--- config.mk ---
export PLATFORM = sky130hd
export DESIGN_NAME = seg_scan_driver
export DESIGN_NICKNAME = d
export VERILOG_FILES = /design/src/rtl/seg_pkg.sv /design/src/rtl/seg_hex_decode.sv /design/src/rtl/seg_scan_driver.sv
export SDC_FILE = /design/constraint.sdc
export NUM_CORES = 1
export LEC_CHECK = 0
export BUFFER_PORTS_ARGS = -buffer_cell sky130_fd_sc_hd__clkbuf_2
export CAP_MARGIN = 15
export CORE_MARGIN = 1.5
export CORE_UTILIZATION = 52
export CTS_CLUSTER_SIZE = 8
export DETAILED_ROUTE_END_ITERATION = 7
export PLACE_DENSITY = 0.83
export SLEW_MARGIN = 10
export SYNTH_ARGS = -nofsm -noshare
export SYNTH_HDL_FRONTEND = slang
export SYNTH_SLANG_ARGS = --single-unit
--- constraint.sdc ---
create_clock -name clk -period 2.6 [get_ports clk]
set_clock_uncertainty 0.05 [all_clocks]
set_input_delay 0.39 -clock clk [delete_from_list [all_inputs] [get_ports clk]]
set_output_delay 0.39 -clock clk [all_outputs]
set_load 0.05 [all_outputs]
--- src/rtl/seg_pkg.sv ---
// Shared constants for the seven-segment scan driver: nibble width and the
// active-high segment patterns, bit order {g,f,e,d,c,b,a}.
package seg_pkg;

    localparam int DIGIT_W = 4;

    localparam logic [6:0] SEG_0 = 7'b0111111;
    localparam logic [6:0] SEG_1 = 7'b0000110;
    localparam logic [6:0] SEG_2 = 7'b1011011;
    localparam logic [6:0] SEG_3 = 7'b1001111;
    localparam logic [6:0] SEG_4 = 7'b1100110;
    localparam logic [6:0] SEG_5 = 7'b1101101;
    localparam logic [6:0] SEG_6 = 7'b1111101;
    localparam logic [6:0] SEG_7 = 7'b0000111;
    localparam logic [6:0] SEG_8 = 7'b1111111;
    localparam logic [6:0] SEG_9 = 7'b1101111;
    localparam logic [6:0] SEG_A = 7'b1110111;
    localparam logic [6:0] SEG_B = 7'b1111100;
    localparam logic [6:0] SEG_C = 7'b0111001;
    localparam logic [6:0] SEG_D = 7'b1011110;
    localparam logic [6:0] SEG_E = 7'b1111001;
    localparam logic [6:0] SEG_F = 7'b1110001;

endpackage

--- src/rtl/seg_hex_decode.sv ---
// Combinational hex-nibble to seven-segment decoder, active-high outputs.
module seg_hex_decode
    import seg_pkg::*;
(
    input  logic [DIGIT_W-1:0] nibble,
    output logic [6:0]         segs
);

    // Map each nibble value to its segment pattern.
    always_comb begin
        // NOTE: a default before the case keeps every path assigned, so no latch is inferred.
        segs = '0;
        case (nibble)
            4'h0: segs = SEG_0;
            4'h1: segs = SEG_1;
            4'h2: segs = SEG_2;
            4'h3: segs = SEG_3;
            4'h4: segs = SEG_4;
            4'h5: segs = SEG_5;
            4'h6: segs = SEG_6;
            4'h7: segs = SEG_7;
            4'h8: segs = SEG_8;
            4'h9: segs = SEG_9;
            4'hA: segs = SEG_A;
            4'hB: segs = SEG_B;
            4'hC: segs = SEG_C;
            4'hD: segs = SEG_D;
            4'hE: segs = SEG_E;
            4'hF: segs = SEG_F;
            default: segs = '0;
        endcase
    end

endmodule

--- src/rtl/seg_scan_driver.sv ---
// Multiplexed seven-segment scan driver. A prescaler paces digit slots; the
// digit index names the digit driven at the next tick. New data is staged on
// load and moved to the display shadow only at the frame wrap, so a frame is
// never drawn from mixed data.
module seg_scan_driver
    import seg_pkg::*;
#(
    parameter int NUM_DIGITS     = 4,
    parameter int CLK_DIV        = 50000,
    parameter int ACTIVE_LOW_OUT = 1
) (
    input  logic                          clk,
    input  logic                          rst_n,
    input  logic [DIGIT_W*NUM_DIGITS-1:0] value,
    input  logic                          load,
    input  logic [NUM_DIGITS-1:0]         dp_in,
    input  logic [NUM_DIGITS-1:0]         blank_in,
    input  logic                          lz_en,
    output logic [6:0]                    seg,
    output logic                          dp,
    output logic [NUM_DIGITS-1:0]         an,
    output logic                          frame_done
);

    localparam int PW = (CLK_DIV > 1) ? $clog2(CLK_DIV) : 1;
    localparam int IW = (NUM_DIGITS > 1) ? $clog2(NUM_DIGITS) : 1;
    localparam int VW = DIGIT_W * NUM_DIGITS;
    localparam logic INV = (ACTIVE_LOW_OUT != 0);

    logic [PW-1:0]         presc;
    logic [IW-1:0]         idx;
    logic                  tick;
    logic                  wrap;

    logic [VW-1:0]         stg_value;
    logic [NUM_DIGITS-1:0] stg_dp;
    logic [NUM_DIGITS-1:0] stg_blank;
    logic [VW-1:0]         sh_value;
    logic [NUM_DIGITS-1:0] sh_dp;
    logic [NUM_DIGITS-1:0] sh_blank;

    logic [DIGIT_W-1:0]    cur_nib;
    logic                  cur_dp;
    logic                  cur_blank;
    logic                  lead_zero;
    logic                  all_zero;
    logic [NUM_DIGITS-1:0] an_hot;
    logic [6:0]            dec_seg;
    logic                  suppress;

    logic [6:0]            seg_q;
    logic                  dp_q;
    logic [NUM_DIGITS-1:0] an_q;

    assign tick = (presc == PW'(CLK_DIV - 1));
    assign wrap = tick && (idx == IW'(NUM_DIGITS - 1));

    // Prescaler: count 0..CLK_DIV-1 and wrap; tick marks the last count.
    always_ff @(posedge clk or negedge rst_n) begin
        // NOTE: sequential state uses non-blocking assignments so every register samples pre-edge values.
        if (!rst_n)    presc <= '0;
        else if (tick) presc <= '0;
        else           presc <= presc + 1'b1;
    end

    // Digit index: advance on each tick, wrapping the last digit back to 0.
    always_ff @(posedge clk or negedge rst_n) begin
        if (!rst_n)        idx <= '0;
        else if (wrap)     idx <= '0;
        else if (tick)     idx <= idx + 1'b1;
    end

    // Staging register: latest load wins until the next frame wrap.
    always_ff @(posedge clk or negedge rst_n) begin
        // NOTE: staging and shadow are reset because a reset must discard pending data and show zeros.
        if (!rst_n) begin
            stg_value <= '0;
            stg_dp    <= '0;
            stg_blank <= '0;
        end else if (load) begin
            stg_value <= value;
            stg_dp    <= dp_in;
            stg_blank <= blank_in;
        end
    end

    // Display shadow: refreshed only at the wrap; a coincident load bypasses staging.
    always_ff @(posedge clk or negedge rst_n) begin
        if (!rst_n) begin
            sh_value <= '0;
            sh_dp    <= '0;
            sh_blank <= '0;
        end else if (wrap) begin
            if (load) begin
                sh_value <= value;
                sh_dp    <= dp_in;
                sh_blank <= blank_in;
            end else begin
                sh_value <= stg_value;
                sh_dp    <= stg_dp;
                sh_blank <= stg_blank;
            end
        end
    end

    // One-cycle pulse following the wrap tick.
    always_ff @(posedge clk or negedge rst_n) begin
        if (!rst_n) frame_done <= 1'b0;
        else        frame_done <= wrap;
    end

    // Select the indexed digit and flag it as a leading zero when it and all higher digits are 0.
    always_comb begin
        cur_nib   = '0;
        cur_dp    = 1'b0;
        cur_blank = 1'b0;
        lead_zero = 1'b0;
        all_zero  = 1'b1;
        an_hot    = '0;
        for (int i = NUM_DIGITS - 1; i >= 0; i--) begin
            all_zero = all_zero && (sh_value[i*DIGIT_W +: DIGIT_W] == '0);
            if (idx == IW'(i)) begin
                cur_nib   = sh_value[i*DIGIT_W +: DIGIT_W];
                cur_dp    = sh_dp[i];
                cur_blank = sh_blank[i];
                lead_zero = all_zero && (i != 0);
                an_hot[i] = 1'b1;
            end
        end
    end

    seg_hex_decode u_decode (
        .nibble (cur_nib),
        .segs   (dec_seg)
    );

    assign suppress = cur_blank || (lz_en && lead_zero);

    // Output registers: load the selected digit on tick edges only; idle (all off) out of reset.
    always_ff @(posedge clk or negedge rst_n) begin
        if (!rst_n) begin
            seg_q <= '0;
            dp_q  <= 1'b0;
            an_q  <= '0;
        end else if (tick) begin
            seg_q <= suppress ? 7'b0 : dec_seg;
            dp_q  <= cur_dp && !cur_blank;
            an_q  <= an_hot;
        end
    end

    assign seg = seg_q ^ {7{INV}};
    assign dp  = dp_q ^ INV;
    assign an  = an_q ^ {NUM_DIGITS{INV}};

endmodule

==> flow_metrics.tcl, run 1 <==
set metrics [dict create \
    crit_path_start "idx[0]" \
    start_util_pct 53.9 \
    overflow 0 \
    hold_violations 0 \
    maxSlewHeadroom_pct 37.5 \
    synth_flop_cell "dfrtp_1" \
    synth_enable_flop_cells 0 \
    cts_hold_buf 0 \
    slew_violations 0 \
    reg2reg_to "seg_q[1]" \
    root_buffer "clkbuf_8" \
    cts_buffer_depth 2 \
    netlist_top_cells_area "dfrtp_1 54%, mux2_2 10%, mux2_1 4.3%" \
    critPathCaptureType "flip-flop" \
    dp_hpwl_microns 4480 \
    first_global_vias 2359 \
    cp-start-kind "flip-flop" \
    clock-sinks 79 \
    netlist.area_leader.share_pct 53.7 \
    wl_per_cell_microns 13.9 \
    num_rows 30 \
    ys_types 48 \
    maxCapViolCount 0 \
    insertion_delay_ns 0.35 \
    power_uw 2420 \
    first_iter_violations 72 \
    synth.cell_area_sq_um 3680 \
    ys_warn_count 0 \
    power_density_nw_per_um2 570 \
    antenna_found_initial 0 \
    finalSetupViolCount 0 \
    period_share_pct 95.2 \
    avgSynthCellArea_sq_um 11.9 \
    grt_max_degree 80 \
    min_period_ns 2.48 \
    fp.coreArea_sq_um 6830 \
    routed_wl_microns 6390 \
    antennaDiodeCount 0 \
    ys_seq_area_share_pct 53.7 \
    cp_max_fo 8 \
    p_leak_uw 0.00203 \
    netlist_instances 310 \
    tightest_slew_ns 0.938 \
    cts_tree "built" \
    crit_type "flip-flop to flip-flop" \
    die_w_microns 87.1 \
    rsz0062_at_grt "no" \
    nets 396 \
    portBuffers 40 \
    synth_most_common_cell "dfrtp_1" \
    die_height_microns 87.1 \
    critPathArrivalTime_ns 2.66 \
    area_delta_synth_final_pct 15.3 \
    clkTransAtPathRegs_ns 0.08 \
    synth-seq-cells 79 \
    htree_num_levels 3 \
    async_reset_ff_share_pct 100 \
    worstHoldPathType "input port to asynchronous set/reset pin" \
    crit_end "seg_q[1]" \
    first_pass_iters 4 \
    grt_pass1_wl_microns 10900 \
    cts_setup_buffers 0 \
    drive_above_1_share_pct 32.9 \
    place_congestion 0.886 \
    via_count 2430 \
    antenna_left 0 \
    syn_nets 349 \
    ir_worst_vdd_mv 0.220 \
    required_ns 2.78 \
    drc 0 \
    yosys.area.top_type "dfrtp_1" \
    max_freq_mhz 404 \
    status "complete, no violations" \
    synth_commonest_cells "79 x dfrtp_1, 33 x mux2_2, 24 x inv_1" \
    pin_count 41 \
    die_area_sq_um 7590 \
    r2r_slack_ns 0.12 \
    reg2regPathDepth 8 \
    rr_startpoint "idx[0]" \
    grt_usage_pct 18.6 \
    cts_buffers 9 \
    vias_per_cell 5.31 \
    tns_ns 0 \
]
==> cell type report <==
class | instances | area [sq um]
clock buffers | 12 | 165
flip-flops and latches | 79 | 1980
well taps | 96 | 120
multi-input cells | 193 | 1540
repair buffers | 50 | 278
fillers | 562 | 2590
clock inverters | 4 | 76.3
inverters | 24 | 90.1
==> power breakdown <==
group          internal, uW  total, uW  switching [uW]
clock                   621       1050             428
combinational          48.6        100            51.5
sequential             1260       1270            8.17
total                  1930       2420             487
==> flip-flops by register name (all words and copies together), names as in the netlist <==
signal and count:
presc 16, stg_value 16, stg_blank 4, frame_done 1, idx 2, sh_blank 4, sh_dp 4, dp_q 1
an_q 4, stg_dp 4, seg_q 7, sh_value 16
==> cells in the final DEF, fill, tap and decap left out, types with 2 or more instances in the layout <==
cell type	count
ha_2	4
a32o_1	3
clkbuf_2	39
mux2_1	14
buf_4	11
inv_1	23
mux2i_1	3
o21ai_0	11
mux2_2	33
a21oi_1	6
nand3b_1	2
nand4b_1	2
o211ai_1	5
nor3b_1	2
nand2_1	22
and3_1	3
nor4_1	2
a22oi_1	3
nor3_1	5
or3_1	5
xnor2_1	5
clkbuf_8	12
dfrtp_1	79
ha_1	7
bufinv_16	2
xor2_1	9
nand3_1	7
nor2_1	13
nand4_1	3
a22o_2	3
==> worst max-delay path, cell delays in order (launching register included) <==
cell and delay, ns:
dfrtp_1 0.41, inv_1 0.13, ha_2 0.24, buf_4 0.17, nor3b_1 0.06, a221o_1 0.34
ha_1 0.34, or3_1 0.37, a32o_1 0.26
==> how the worst min path moves through the flow <==
stage | slack (ns) | endpoint
floorplan | 0.04 | an_q[0]
global placement | 0.42 | presc[0]
detailed placement | 0.43 | sh_dp[3]
CTS | 0.16 | stg_blank[0]
global route | 0.22 | stg_blank[1]
finish | 0.12 | stg_blank[0]
==> repair_timing <==
item                                    CTS  global route
pin swaps                                 0             1
endpoints found under the setup margin    1             5
resized for setup                         1             6
gates cloned                              0             0
endpoints found under the hold margin     0             0
==> cells by family after synthesis <==
kind of cell	share of synthesized area, %
AND/OR/NAND/NOR	10.7
adder cells (fa/ha/maj)	3.74
buffers and inverters	5.00
flip-flops	53.7
XOR/XNOR	3.33
AO/OA/AOI/OAI	8.33
multiplexers	15.2
==> stage by stage <==
step	cell area [sq um]	setup slack [ns]	utilization (%)	instances	hold WS [ns]
after floorplan	3680	0.0943	-	310	0.0444
after global placement	3990	0.153	58.3	442	0.419
after detailed placement	3990	0.00316	58.3	442	0.429
after CTS	4230	0.0427	61.9	458	0.163
after global routing	4250	0.0203	62.1	458	0.217
final	4250	0.125	62.1	458	0.120
==> per-layer routing <==
layer / part of all wire, % / wire (microns) / track usage (%) / up-vias
met5: 0 / 0 / 0 / -
met4: 1.8 / 114 / 7.50 / 0
met3: 3.5 / 225 / 4.17 / 11
met2: 48 / 3060 / 30.1 / 36
met1: 47 / 2980 / 24.2 / 1220
li1: - / - / - / 1163
Note: power is estimated with default switching activity, not from simulation.
==> run 2, diff against run 1 <==
- GPL_TIMING_DRIVEN: default -> 0
==> run 2 against run 1 <==
Effect of this change:
- non-clock buffer count is 7 higher
- clock power hardly changed
- total power is 0.84% lower
- sequential share of layout area is 0.85 points lower
- core utilization is 1.2 points higher
- routed wire length is 7.2% higher
- maximum frequency is 2.2% lower
- flip-flop and latch count stayed put
- setup slack worse by 0.057 ns
- first-iteration DRC count is 40% higher
- sequential power hardly changed
- worst hold slack better by 0.10 ns
- largest power group unchanged
==> flow_metrics.tcl, run 2 (synthesis gave the netlist of run 1 again) <==
set metrics [dict create \
    status "complete, no violations" \
    crit_type "flip-flop to flip-flop" \
    ir_worst_vdd_mv 0.253 \
    overflow 0 \
    cp-start-kind "flip-flop" \
    grt_usage_pct 19.7 \
    critPathArrivalTime_ns 2.74 \
    insertion_delay_ns 0.36 \
    power_density_nw_per_um2 555 \
    finalSetupViolCount 0 \
    die_area_sq_um 7590 \
    required_ns 2.81 \
    wl_met1_microns 3190 \
    pin_count 41 \
    pre_cts_ws_ns -0.234 \
    antenna_left 0 \
    grt_pass1_wl_microns 11400 \
    worstHoldPathType "input port to flip-flop" \
    place_congestion 0.910 \
    wl_met2_microns 3260 \
    antennaDiodeCount 0 \
    dp_hpwl_microns 4800 \
    cts_tree "built" \
    p_leak_uw 0.00204 \
    final_common_cell "dfrtp_1" \
    maxSlewHeadroom_pct 63.8 \
    slew_violations 0 \
    area_delta_synth_final_pct 17.5 \
    nets 403 \
    routed_wl_microns 6840 \
    first_global_vias 2435 \
    period_share_pct 97.4 \
    first_pass_iters 4 \
    antenna_found_initial 0 \
    vias_per_cell 5.32 \
    multiInputGateArea_sq_um 1570 \
    num_rows 30 \
    drc 0 \
    tightest_slew_ns 0.542 \
    root_buffer "clkbuf_8" \
    largestRegisters "presc: 16 flops, sh_value: 16 flops, stg_value: 16 flops" \
    cts_buffer_depth 2 \
    die_w_microns 87.1 \
    rsz0062_at_grt "yes" \
    htree_num_levels 3 \
    fillers 537 \
    cts_buffers 9 \
    drive_above_1_share_pct 33.3 \
    top_layer "met4" \
    hold_violations 0 \
    start_util_pct 53.9 \
    critPathCaptureType "flip-flop" \
    fp.coreArea_sq_um 6830 \
    cp_max_fo 10 \
    min_period_ns 2.53 \
    wl_per_cell_microns 14.7 \
    met3_length_microns 270 \
    final_core_util_pct 63.3 \
    via_count 2476 \
    max_freq_mhz 395 \
    clock-sinks 79 \
    die_height_microns 87.1 \
    portBuffers 39 \
    grt_max_degree 47 \
    clkTransAtPathRegs_ns 0.08 \
    setup_ws_ns 0.0678 \
    first_iter_violations 101 \
    regArea_sq_um 1980 \
    maxCapViolCount 0 \
    layout_common_cells "79 x dfrtp_1, 38 x clkbuf_2, 33 x mux2_2, 22 x inv_1, 22 x nand2_1" \
]
==> run 2: cell count changes in the layout (fill, tap and decap cells not counted), sizes merged <==
cell,before,now
clkinv,1,0
dlygate4sd3,0,1
clkbuf,51,53
buf,11,13
inv,24,26
clkinvlp,1,2
==> run 2: cell type report <==
| class | instances | area share, % |
|---|---|---|
| Inverter | 24 | 2.14 |
| Multi-Input combinational cell | 193 | 36.3 |
| Tap cell | 96 | 2.78 |
| Buffer | 14 | 2.31 |
| Clock inverter | 6 | 2.14 |
| Timing Repair Buffer | 43 | 5.61 |
| Clock buffer | 10 | 2.95 |
| Sequential cell | 79 | 45.7 |
==> run 2: critical path: stages (launching register included) <==
cell,delay (ns)
dfrtp_1,0.43
inv_2,0.10
ha_2,0.23
buf_6,0.15
a22oi_1,0.09
a221o_2,0.46
inv_4,0.11
ha_2,0.21
mux2i_1,0.09
mux2_2,0.28
a22o_2,0.22
==> run 2: routing by layer <==
| layer | track usage, % | up-vias |
|---|---|---|
| met5 | 0 | - |
| met4 | 7.65 | 0 |
| met3 | 5.21 | 12 |
| met2 | 30.9 | 55 |
| met1 | 26.2 | 1232 |
| li1 | - | 1177 |
==> run 2: power by group <==
part	internal (uW)	leakage (uW)	total [uW]	switching, uW
clock	548	0.000104	1020	473
sequential	1260	0.00102	1270	8.69
combinational	53.1	0.000916	107	54.0
==> run 2: timing repair <==
item	CTS	global route
endpoints found under the hold margin	33	0
resized for setup	5	10
endpoints found under the setup margin	5	5
pin swaps	1	2
hold buffers	1	0
cloned	0	0
setup buffers	1	1
==> run 2: final timing paths <==
check | from | to | slack, ns | depth (start not counted)
max in group asynchronous | rst_n | stg_value[2] | 1.42 | 3
hold reg to reg | stg_value[9] | stg_value[9] | 0.45 | 1
hold / removal | value[11] | stg_value[11] | 0.23 | 2
setup / recovery | idx[0] | seg_q[3] | 0.07 | 10
setup reg to reg | idx[0] | seg_q[3] | 0.07 | 10
min in group asynchronous | rst_n | stg_dp[2] | 0.49 | 2
==> run 2: stage by stage <==
step | hold WS [ns] | total power [uW] | cells | area [sq um] | TNS (ns)
finish | 0.225 | 2400 | 465 | 4320 | 0
global route | 0.217 | 2490 | 465 | 4320 | -0.0322
CTS | 0.214 | 2420 | 464 | 4280 | 0
detailed placement | 0.352 | 1410 | 446 | 4020 | -0.655
global placement | 0.422 | 1400 | 445 | 4000 | -0.314
floorplan | 0.0444 | 1350 | 310 | 3680 | 0
